===== src/rtl/cdc_toggle_req_tx_if.sv =====
// ---------------------------------------------------------------------------
// cdc_toggle_req_tx_if
//
// Purpose:
//   Bundles the signals of the fast-domain toggle request transmitter. Two
//   groups are carried:
//     - the local accept handshake (in_valid / in_data / in_ready) together
//       with the status flags busy and drop_pulse;
//     - the crossing itself (tx_req / tx_data towards the slow domain and
//       ack_async coming back from it).
//
// Modports:
//   master : the side that offers words and plays the slow-domain receiver
//            (drives in_valid, in_data, ack_async).
//   slave  : the transmitter (drives in_ready, tx_req, tx_data, busy,
//            drop_pulse).
//
// Parameters:
//   WIDTH  payload width in bits; must match the transmitter's WIDTH.
// ---------------------------------------------------------------------------
interface cdc_toggle_req_tx_if #(
  parameter int WIDTH = 8
);

  logic             in_valid;
  logic [WIDTH-1:0] in_data;
  logic             in_ready;
  logic             tx_req;
  logic [WIDTH-1:0] tx_data;
  logic             ack_async;
  logic             busy;
  logic             drop_pulse;

  modport master (
    output in_valid,
    output in_data,
    output ack_async,
    input  in_ready,
    input  tx_req,
    input  tx_data,
    input  busy,
    input  drop_pulse
  );

  modport slave (
    input  in_valid,
    input  in_data,
    input  ack_async,
    output in_ready,
    output tx_req,
    output tx_data,
    output busy,
    output drop_pulse
  );

endinterface


===== src/rtl/cdc_toggle_req_tx.sv =====
// ---------------------------------------------------------------------------
// cdc_toggle_req_tx
//
// Purpose:
//   Fast-domain transmitter of a fast-to-slow toggle req/ack handshake.
//   A word offered with a one-cycle in_valid pulse is captured into tx_data
//   and announced to the slow domain by flipping the level of tx_req. The
//   slow-domain receiver samples tx_data and flips ack back; that ack is
//   brought into fast_clk through a SYNC_STAGES-deep flop chain and, once
//   it equals tx_req again, the transmitter re-opens for the next word.
//   tx_data never changes while a word is outstanding, so the slow side
//   may sample it at any time after it sees the tx_req edge.
//
// Ports:
//   fast_clk          sole clock, rising edge.
//   reset_n           asynchronous active-low reset (deassertion is
//                     synchronised outside this block).
//   bus (slave)       in_valid   one-cycle request to send in_data
//                     in_data    payload, sampled when in_valid && in_ready
//                     in_ready   a word can be accepted this cycle
//                     tx_req     request toggle level to the slow domain
//                     tx_data    held payload to the slow domain
//                     ack_async  ack toggle from the slow domain (async)
//                     busy       a word is outstanding (tx_req != ack_sync)
//                     drop_pulse one-cycle flag: an offered word was lost
//
// Parameters:
//   WIDTH        payload width (default 8).
//   SYNC_STAGES  flops in the ack synchroniser, legal range 2..4 (default 2).
//
// Build option:
//   CDC_TOGGLE_REQ_TX_PEND_EN  when defined, adds a one-entry pending
//                              register so that one further word can be
//                              accepted while a word is in flight; it is
//                              launched in the same cycle the ack returns.
//                              Without the macro the block accepts only
//                              in IDLE.
// ---------------------------------------------------------------------------
module cdc_toggle_req_tx #(
  parameter int WIDTH       = 8,
  parameter int SYNC_STAGES = 2
) (
  input logic                fast_clk,
  input logic                reset_n,
  cdc_toggle_req_tx_if.slave bus
);

  // Reject synchroniser depths outside the supported range at elaboration.
  if (SYNC_STAGES < 2 || SYNC_STAGES > 4) begin : g_bad_sync_stages
    $error("cdc_toggle_req_tx: SYNC_STAGES must be within 2..4");
  end

  typedef enum logic {
    IDLE     = 1'b0,
    WAIT_ACK = 1'b1
  } state_t;

  state_t                 state_q;
  state_t                 state_d;

  logic [SYNC_STAGES-1:0] ack_sync_q;
  logic                   ack_sync;
  logic                   ack_sync_next;
  logic                   ack_match;

  logic                   tx_req_q;
  logic                   tx_req_d;
  logic [WIDTH-1:0]       tx_data_q;
  logic [WIDTH-1:0]       tx_data_d;

  logic                   busy_q;
  logic                   busy_d;
  logic                   drop_q;
  logic                   drop_d;
  logic                   in_ready;

`ifdef CDC_TOGGLE_REQ_TX_PEND_EN
  logic                   pend_full_q;
  logic                   pend_full_d;
  logic [WIDTH-1:0]       pend_q;
  logic [WIDTH-1:0]       pend_d;
`endif

  // Ack synchroniser: ack_async enters bit 0 and walks up the chain; the
  // top bit is the only synchronised view of ack used anywhere. Nothing
  // else in the block looks at ack_async directly.
  always_ff @(posedge fast_clk or negedge reset_n) begin
    if (!reset_n) begin
      ack_sync_q <= '0;
    end else begin
      ack_sync_q <= {ack_sync_q[SYNC_STAGES-2:0], bus.ack_async};
    end
  end

  assign ack_sync = ack_sync_q[SYNC_STAGES-1];

  // Value ack_sync will take after the coming edge; lets busy be computed
  // as a register that always equals tx_req != ack_sync of the same cycle.
  assign ack_sync_next = ack_sync_q[SYNC_STAGES-2];

  // The receiver has acknowledged the word currently on tx_req.
  assign ack_match = (ack_sync == tx_req_q);

  // Next-state and output logic. Everything holds by default; only an
  // accepted word moves tx_req/tx_data, and only an ack match leaves
  // WAIT_ACK. in_ready is a pure decode of the registered state (and of
  // pend_full when the pending slot exists), so it never depends on the
  // asynchronous ack.
  always_comb begin
    state_d   = state_q;
    tx_req_d  = tx_req_q;
    tx_data_d = tx_data_q;
    in_ready  = 1'b0;
`ifdef CDC_TOGGLE_REQ_TX_PEND_EN
    pend_full_d = pend_full_q;
    pend_d      = pend_q;
`endif

    unique case (state_q)
      IDLE: begin
        in_ready = 1'b1;
        if (bus.in_valid) begin
          tx_data_d = bus.in_data;
          tx_req_d  = ~tx_req_q;
          state_d   = WAIT_ACK;
        end
      end

      WAIT_ACK: begin
`ifdef CDC_TOGGLE_REQ_TX_PEND_EN
        in_ready = ~pend_full_q;
        if (ack_match) begin
          if (pend_full_q) begin
            // Launch the parked word right away; a word offered in this
            // very cycle sees in_ready=0 and is dropped.
            tx_data_d   = pend_q;
            tx_req_d    = ~tx_req_q;
            pend_full_d = 1'b0;
          end else if (bus.in_valid) begin
            // Slot is empty and a word arrives exactly on the ack match:
            // it would otherwise be stranded in pend with the FSM in
            // IDLE, so it is launched directly instead.
            tx_data_d = bus.in_data;
            tx_req_d  = ~tx_req_q;
          end else begin
            state_d = IDLE;
          end
        end else if (bus.in_valid && !pend_full_q) begin
          pend_d      = bus.in_data;
          pend_full_d = 1'b1;
        end
`else
        in_ready = 1'b0;
        if (ack_match) begin
          state_d = IDLE;
        end
`endif
      end
    endcase

    busy_d = (tx_req_d != ack_sync_next);
    drop_d = bus.in_valid && !in_ready;
  end

  // State and output registers. tx_req and tx_data come straight from
  // flops so the slow domain sees glitch-free levels.
  always_ff @(posedge fast_clk or negedge reset_n) begin
    if (!reset_n) begin
      state_q   <= IDLE;
      tx_req_q  <= 1'b0;
      tx_data_q <= '0;
      busy_q    <= 1'b0;
      drop_q    <= 1'b0;
    end else begin
      state_q   <= state_d;
      tx_req_q  <= tx_req_d;
      tx_data_q <= tx_data_d;
      busy_q    <= busy_d;
      drop_q    <= drop_d;
    end
  end

`ifdef CDC_TOGGLE_REQ_TX_PEND_EN
  // One-entry pending slot for a word offered while another is in flight.
  always_ff @(posedge fast_clk or negedge reset_n) begin
    if (!reset_n) begin
      pend_full_q <= 1'b0;
      pend_q      <= '0;
    end else begin
      pend_full_q <= pend_full_d;
      pend_q      <= pend_d;
    end
  end
`endif

  assign bus.in_ready   = in_ready;
  assign bus.tx_req     = tx_req_q;
  assign bus.tx_data    = tx_data_q;
  assign bus.busy       = busy_q;
  assign bus.drop_pulse = drop_q;

endmodule


===== src/flat_wrapper.sv =====
// flat-port wrapper written by rule: the top's interface ports become plain ports
module cdc_toggle_req_tx_flat 
#(
  parameter int WIDTH       = 8,
  parameter int SYNC_STAGES = 2
)
  (fast_clk, reset_n, bus_in_valid, bus_in_data, bus_ack_async, bus_in_ready, bus_tx_req, bus_tx_data, bus_busy, bus_drop_pulse);
  cdc_toggle_req_tx_if #(.WIDTH(WIDTH)) bus_i ();
  input logic fast_clk;
  input logic reset_n;
  input wire logic [$bits(bus_i.in_valid)-1:0] bus_in_valid;
  input wire logic [$bits(bus_i.in_data)-1:0] bus_in_data;
  input wire logic [$bits(bus_i.ack_async)-1:0] bus_ack_async;
  output wire logic [$bits(bus_i.in_ready)-1:0] bus_in_ready;
  output wire logic [$bits(bus_i.tx_req)-1:0] bus_tx_req;
  output wire logic [$bits(bus_i.tx_data)-1:0] bus_tx_data;
  output wire logic [$bits(bus_i.busy)-1:0] bus_busy;
  output wire logic [$bits(bus_i.drop_pulse)-1:0] bus_drop_pulse;
  assign bus_i.in_valid = bus_in_valid;
  assign bus_i.in_data = bus_in_data;
  assign bus_i.ack_async = bus_ack_async;
  assign bus_in_ready = bus_i.in_ready;
  assign bus_tx_req = bus_i.tx_req;
  assign bus_tx_data = bus_i.tx_data;
  assign bus_busy = bus_i.busy;
  assign bus_drop_pulse = bus_i.drop_pulse;
  cdc_toggle_req_tx #(.WIDTH(WIDTH), .SYNC_STAGES(SYNC_STAGES)) u_core (.fast_clk(fast_clk), .reset_n(reset_n), .bus(bus_i));
endmodule

===== config.mk =====
export PLATFORM = sky130hd
export DESIGN_NAME = cdc_toggle_req_tx_flat
export DESIGN_NICKNAME = d
export VERILOG_FILES = /design/src/rtl/cdc_toggle_req_tx_if.sv /design/src/rtl/cdc_toggle_req_tx.sv /design/src/flat_wrapper.sv
export SDC_FILE = /design/constraint.sdc
export NUM_CORES = 1
export LEC_CHECK = 0
export BUFFER_PORTS_ARGS = -buffer_cell sky130_fd_sc_hd__buf_2
export CORE_UTILIZATION = 31
export DETAILED_ROUTE_END_ITERATION = 7
export GPL_TIMING_DRIVEN = 0
export SKIP_LAST_GASP = 1
export SLEW_MARGIN = 10
export SYNTH_ARGS = -nofsm -noshare
export SYNTH_HDL_FRONTEND = slang
export SYNTH_SLANG_ARGS = --single-unit

===== constraint.sdc =====
create_clock -name fast_clk -period 2.35 [get_ports fast_clk]
set_input_delay 0.235 -clock fast_clk [delete_from_list [all_inputs] [get_ports fast_clk]]
set_output_delay 0.235 -clock fast_clk [all_outputs]
set_load 0.02 [all_outputs]

# After elaboration in Yosys (flattened, before gate mapping)
# Index checks and enable logic that the tools add are counted.
[word_totals] out_inout_bits=12 input_bits=12 latch_bits=0 mem_bits_ro=0 n_memories=0 ff_bits=14 elab_cells=19 ramBits=0
[op_classes] div_mod_pow=0 mux=6 n_addsub=0 reduce_logical=3 bitwise=2 mul=0 shifts=0 n_lt_le_gt_ge=0 eq_ne=2
[ops] op="1-bit two-way mux" count=4
[ops] op="1-bit one-hot mux with 2 select lines" count=2
[ops] op="1-bit NOT" count=2
[ops] op="2-bit AND reduction" count=1
[ops] op="1-bit == test" count=1
[ops] op="1-bit logical AND" count=1
[ops] op="1-bit zero test" count=1
[ops] op="1-bit inequality test" count=1

# Depth between registers and ports, before layout
# Gate-level depths: netlist of run 1.
[depth] word_depth=4 depth_mapped=3 ltp_nobuf=2

# Worst setup path after synthesis of run 1
# No wires, ideal clock.
[synth_path] path_type="register to register" from="register u_core.state_q" to="register u_core.tx_data_q[0], in the netlist u_core.bus.tx_data[0]" path_buffers=1 setup_time_ps=125 synth_period_minus_slack_ps=1114 required_ps=2225 path_stages_with_launch=4 t_arrival_ps=989 slack_ps=1236 path_cell_list="dfrtp_1 -> nor2b_2 -> buf_6 -> mux2_4"
[synth_between] elab_chain_len=2
[synth_lines] item="start: declaration" line="cdc_toggle_req_tx.sv:58" text="state_t state_q;"
[synth_lines] item="start signal: assignment" line="cdc_toggle_req_tx.sv:175" text="state_q <= state_d;"
[synth_lines] item="1-bit NOT (no source line)"
[synth_lines] item="2-bit AND reduction (no source line)"
[synth_lines] item="end signal: assignment" line="cdc_toggle_req_tx.sv:177" text="tx_data_q <= tx_data_d;"
[synth_lines] item="end: declaration" line="cdc_toggle_req_tx.sv:68" text="logic [WIDTH-1:0] tx_data_q;"
# Every way passes these cells.
# A chain may end at the register's enable or synchronous reset.

# Worst setup path in the final report of run 1
[layout_path] from="register u_core.state_q" to="register u_core.tx_data_q[7], in the netlist u_core.bus.tx_data[7]"
# Same word-level chain as after synthesis.

==> flow_metrics.py, run 1 <==
metrics = {
    "layout": {
        "area_growth_pct": 30.6,
        "drive_above_1_share_pct": 66.7,
        "layout.nets": 71,
        "insertedDiodeCount": 0,
    },
    "power": {
        "p_leak_nw": 0.379,
        "power_density_nw_per_um2": 1380,
        "vdd_drop_max_mv": 0.630,
    },
    "yosys": {
        "synth_cell_types": 10,
        "syn_nets": 42,
        "avgSynthCellArea_um2": 18.3,
        "ys_seq_area_share_pct": 63.9,
        "ys_seq_elements": 14,
        "synthesis.instances": 30,
        "yosysWarnings": 0,
        "netlist_area_um2": 548,
    },
    "critical_path": {
        "cp_top_family": "flip-flops",
        "cp.arrival_ns": 1.35,
        "crit_type": "register to register",
        "crit_slowest_cell": "dfrtp_1",
        "crit_path_start_kind": "register",
        "crit_path_end_kind": "register",
        "crit_chain": "nor2b_2 -> buf_6 -> mux2_4",
        "cp.required_ns": 2.51,
        "crit_fanout": 10,
        "r2r-start": "u_core.state_q",
        "crit_start": "u_core.state_q",
        "critPathMaxStageDelay_ns": 0.42,
        "crit_buf_inv": 1,
    },
    "clock_network": {
        "cts_hold_buf": 1,
        "cts_tree": "yes",
        "postCtsSetupBuffers": 0,
        "root_buffer": "clkbuf_4",
        "h-tree-depth": 1,
        "cts.repair.resized": 0,
        "numCtsBuffers": 3,
        "cts_num_sinks": 14,
        "clkTransAtPathRegs_ns": 0.08,
        "clk-insertion-delay-late_ns": 0.27,
        "cts_buffer_depth": 2,
    },
    "floorplan": {
        "die-area_um2": 1940,
        "initial_core_util_pct": 34.8,
        "fp-row-count": 14,
        "pin_count": 24,
        "die_x_um": 44.0,
        "fp.dieH_um": 44.0,
        "coreArea_um2": 1580,
    },
    "global_routing": {
        "antenna_found_initial": 0,
        "gr-total-overflow": 0,
        "grt_pass1_wl_um": 1280,
        "grt_util_all_layers_pct": 9.48,
        "grt_pass1_vias": 293,
        "grt_max_degree": 15,
    },
    "placement": {
        "routabilityCongestion": 0.614,
        "dp_hpwl_um": 555,
        "port_buffers": 23,
        "pre_cts_ws_ns": 1.17,
    },
    "detailed_routing": {
        "post_drt_via_cell_ratio": 4.44,
        "wl_per_cell_um": 10.8,
        "drt_iter0_drc": 6,
        "ant_nets": 0,
        "drc": 0,
        "finalWirelength_um": 790,
        "vias": 324,
        "first_pass_iters": 5,
    },
    "timing": {
        "fmax_ghz": 0.841,
        "skew_ns": 0.000377,
        "finalMaxSlewViolations": 0,
        "hold_viol_final": 0,
        "setup_violations": 0,
        "slew_headroom_pct": 79.4,
        "tightest_slew_ns": 0.308,
        "rsz0062_at_grt": "false",
        "timing.final.ws_setup_ns": 1.16,
        "setup_tns_ns": 0,
        "fin_crit_ns": 1.19,
        "whs_ns": 0.0691,
        "finalCritPeriodShare_pct": 50.6,
    },
    "hold_path": {
        "hold_class": "primary input to register",
        "holdCritStartpoint": "bus_ack_async",
    },
    "outcome": {
        "outcome": "finished clean",
    },
    "job": {
        "drv_cap": 0,
    },
}
==> synthesized netlist by cell type <==
cell     count  share of area, %
dfrtp_1     14                64
mux2_4       7                19
xor2_1       2               3.2
a21o_2       1               1.6
and2_2       1               1.4
buf_6        1               2.1
inv_1        1              0.68
mux2_2       1               2.1
nor2b_2      1               1.6
xor3_1       1               4.3
==> cell usage in the layout (no fill, tap or decap), types with 2 or more instances in the layout <==
master    count
mux2_4        7
xor2_1        2
dfrtp_1      14
buf_2        23
clkbuf_4      3
==> final cells by class <==
class / count / area [um2]
plain buffers: 1 / 11.3
clock buffers: 3 / 22.5
fillers: 145 / 861
inverters: 1 / 3.75
multi-input cells: 14 / 183
flip-flops and latches: 14 / 350
well taps: 16 / 20.0
repair buffers: 24 / 125
==> logic make-up after synthesis <==
kind of cell | count (synthesis) | share of synthesized area (%)
flip-flops | 14 | 63.9
AO/OA/AOI/OAI | 1 | 1.60
multiplexers | 8 | 21.2
buffers and inverters | 2 | 2.74
XOR/XNOR | 3 | 7.53
AND/OR/NAND/NOR | 2 | 2.97
==> final timing paths <==
kind                                          to  depth (start not counted)  slack (ns)
min                         u_core.ack_sync_q[0]                          1        0.07
max                        u_core.bus.tx_data[7]                          3        1.16
min reg2reg                 u_core.ack_sync_q[1]                          0        0.40
min in group asynchronous  u_core.bus.tx_data[5]                          2        0.38
max reg2reg                u_core.bus.tx_data[7]                          3        1.16
max in group asynchronous  u_core.bus.tx_data[3]                          2        1.74
==> flip-flops by register name (all words and copies together), names as in the netlist <==
register and flops:
u_core.ack_sync_q 2, u_core.bus.tx_req 1, u_core.state_q 1, u_core.bus.tx_data 8
u_core.bus.busy 1, u_core.bus.drop_pulse 1
==> layer usage <==
metal  track usage (%)  up-vias  share of wire, %
met1              13.1      150                50
met2              12.6       17                42
li1                  -      157                 -
met4              5.45        0                 0
met5                 0        -                 0
met3              3.67        0               8.0
==> metrics by stage <==
stage	total power (W)	area [um2]	std cells	util, %
global route	0.00105	716	73	45.4
floorplan	0.000735	548	30	-
detailed placement	0.000871	683	69	43.3
CTS	0.00101	716	73	45.4
finish	0.000990	716	73	45.4
global placement	0.000867	683	69	43.3
==> where the power goes <==
group | switching, W | internal (W) | total [W]
registers | 0.0000579 | 0.000345 | 0.000403
clock network | 0.0000679 | 0.0000592 | 0.000127
logic | 0.000228 | 0.000232 | 0.000460
Power figures use the tool's default switching activity.
==> run 2, diff against run 1 <==
clock period = 1.2 ns   (was 2.35 ns; I/O delays follow)
==> flow_metrics.py, run 2 (synthesis results as in run 1) <==
metrics = {
    "timing": {
        "rsz0062_at_grt": "true",
        "slew_headroom_pct": 79.5,
        "finalMaxSlewViolations": 0,
        "whs_ns": 0.0783,
        "setup_tns_ns": 0,
        "hold_viol_final": 0,
        "fmax_ghz": 0.857,
        "tightest_slew_ns": 0.307,
        "skew_ns": 0.000979,
        "finalCritPeriodShare_pct": 97.2,
        "setup_violations": 0,
        "fin_crit_ns": 1.17,
    },
    "layout": {
        "drive_above_1_share_pct": 67.2,
        "nFillCells": 141,
        "area_growth_pct": 38.1,
        "layout.nets": 75,
        "finish.instance_area_um2": 757,
        "final_common_cell": "buf_2",
        "final_cell_mix": "buf_2 (23), dfrtp_1 (14), mux2_4 (7)",
        "insertedDiodeCount": 0,
        "largest_reg_flops": 8,
        "final_core_util_pct": 48.0,
    },
    "critical_path": {
        "r2r_cells": 3,
        "critPathMaxStageDelay_ns": 0.44,
        "crit_fanout": 5,
        "crit_slowest_cell": "dfrtp_1",
        "crit_buf_inv": 1,
        "cp.required_ns": 1.36,
        "crit_path_start_kind": "register",
        "crit_type": "register to register",
        "crit_chain": "nor2b_4 -> buf_6 -> mux2_4",
        "cp.arrival_ns": 1.32,
        "path_depth": 3,
        "crit_path_end_kind": "register",
        "cp_top_family": "flip-flops",
    },
    "power": {
        "power.internal_w": 0.00130,
        "p_sw_w": 0.000720,
        "pwr-share-clk_pct": 12.4,
        "switching_share_pct": 35.7,
        "p_leak_nw": 0.403,
        "power_density_nw_per_um2": 2670,
        "vdd_drop_max_mv": 1.25,
        "seq_power_share_pct": 39.4,
        "p_comb_share_pct": 48.2,
    },
    "placement": {
        "dp_hpwl_um": 555,
        "routabilityCongestion": 0.614,
        "placed_area_um2": 683,
        "port_buffers": 23,
    },
    "detailed_routing": {
        "wl_per_cell_um": 11.3,
        "first_pass_iters": 5,
        "ant_nets": 0,
        "post_drt_via_cell_ratio": 4.53,
        "vias": 349,
        "drc": 0,
        "drt_iter0_drc": 6,
        "finalWirelength_um": 871,
    },
    "floorplan": {
        "die-area_um2": 1940,
        "die_x_um": 44.0,
        "coreArea_um2": 1580,
        "fp.dieH_um": 44.0,
        "pin_count": 24,
        "initial_core_util_pct": 34.8,
        "fp-row-count": 14,
    },
    "hold_path": {
        "hold_class": "primary input to register",
        "min_path_cells": 2,
    },
    "clock_network": {
        "h-tree-depth": 1,
        "cts_num_sinks": 14,
        "clk-insertion-delay-late_ns": 0.27,
        "clkTransAtPathRegs_ns": 0.08,
        "cts_tree": "yes",
        "numCtsBuffers": 3,
        "cts_buffer_depth": 2,
        "root_buffer": "clkbuf_4",
    },
    "job": {
        "drv_cap": 0,
    },
    "global_routing": {
        "grt_util_all_layers_pct": 9.48,
        "antenna_found_initial": 0,
        "gr-total-overflow": 0,
        "grt_pass1_wl_um": 1280,
        "grt_max_degree": 15,
        "grt_pass1_vias": 293,
    },
    "outcome": {
        "outcome": "finished clean",
    },
}
## run 2: cell count changes in the layout (fill, tap and decap cells not counted)
cell,before,now
buf_6,1,2
nor2b_4,0,1
buf_4,0,2
dlygate4sd3_1,1,2
nor2b_2,1,0
## run 2: layout make-up
class                           instances  area, um2  share of cell area [%]
Sequential cell                        14        350                    46.3
Multi-Input combinational cell         14        188                    24.8
Timing Repair Buffer                   28        161                    21.3
Clock buffer                            3       22.5                    2.98
Tap cell                               16       20.0                    2.64
Buffer                                  1       11.3                    1.49
Inverter                                1       3.75                   0.496
## run 2: routing by layer
| metal | share of wire, % | vias to the layer above | track usage, % |
|---|---|---|---|
| li1 | - | 166 | - |
| met1 | 51 | 166 | 13.1 |
| met2 | 42 | 17 | 12.6 |
| met3 | 7.1 | 0 | 3.67 |
| met4 | 0 | 0 | 5.45 |
| met5 | 0 | - | 0 |
## run 2: worst register-to-register path: stages, from the launching register on
cell	delay, ns
dfrtp_1	0.44
nor2b_4	0.17
buf_6	0.15
mux2_4	0.30
## run 2: power groups by stage
stage / registers [W] / logic (W) / clock network, W
6_report: 0.000796 / 0.000973 / 0.000249
5_1_grt: 0.000823 / 0.00104 / 0.000280
4_1_cts: 0.000790 / 0.000917 / 0.000265
3_5_place_dp: 0.000797 / 0.000908 / 0
3_3_place_gp: 0.000794 / 0.000905 / 0
2_1_floorplan: 0.00103 / 0.000411 / 0
## run 2: per-stage QoR
step | setup slack (ns) | power [W] | std cells
floorplan | 0.0857 | 0.00144 | 30
global placement | 0.0115 | 0.00170 | 69
detailed placement | 0.0152 | 0.00171 | 69
CTS | 0.00386 | 0.00197 | 74
global route | -0.0198 | 0.00215 | 77
finish | 0.0335 | 0.00202 | 77
## run 2: path summary, 6_finish.rpt
check                                              to  slack [ns]                  from
worst max-delay path            u_core.bus.tx_data[7]        0.03        u_core.state_q
worst min-delay path            u_core.bus.tx_data[5]        0.08        bus_in_data[5]
worst max register to register  u_core.bus.tx_data[7]        0.03        u_core.state_q
worst min register to register   u_core.ack_sync_q[1]        0.40  u_core.ack_sync_q[0]
max in group asynchronous             u_core.bus.busy        0.70               reset_n
min in group asynchronous       u_core.bus.tx_data[5]        0.27               reset_n
## run 2: repair_timing
item / 4_1_cts / 5_1_grt
hold endpoints to repair: 15 / 0
hold buffers: 2 / 0
gates resized for setup: 0 / 4
endpoints found under the setup margin: 0 / 8
setup buffers: 0 / 2
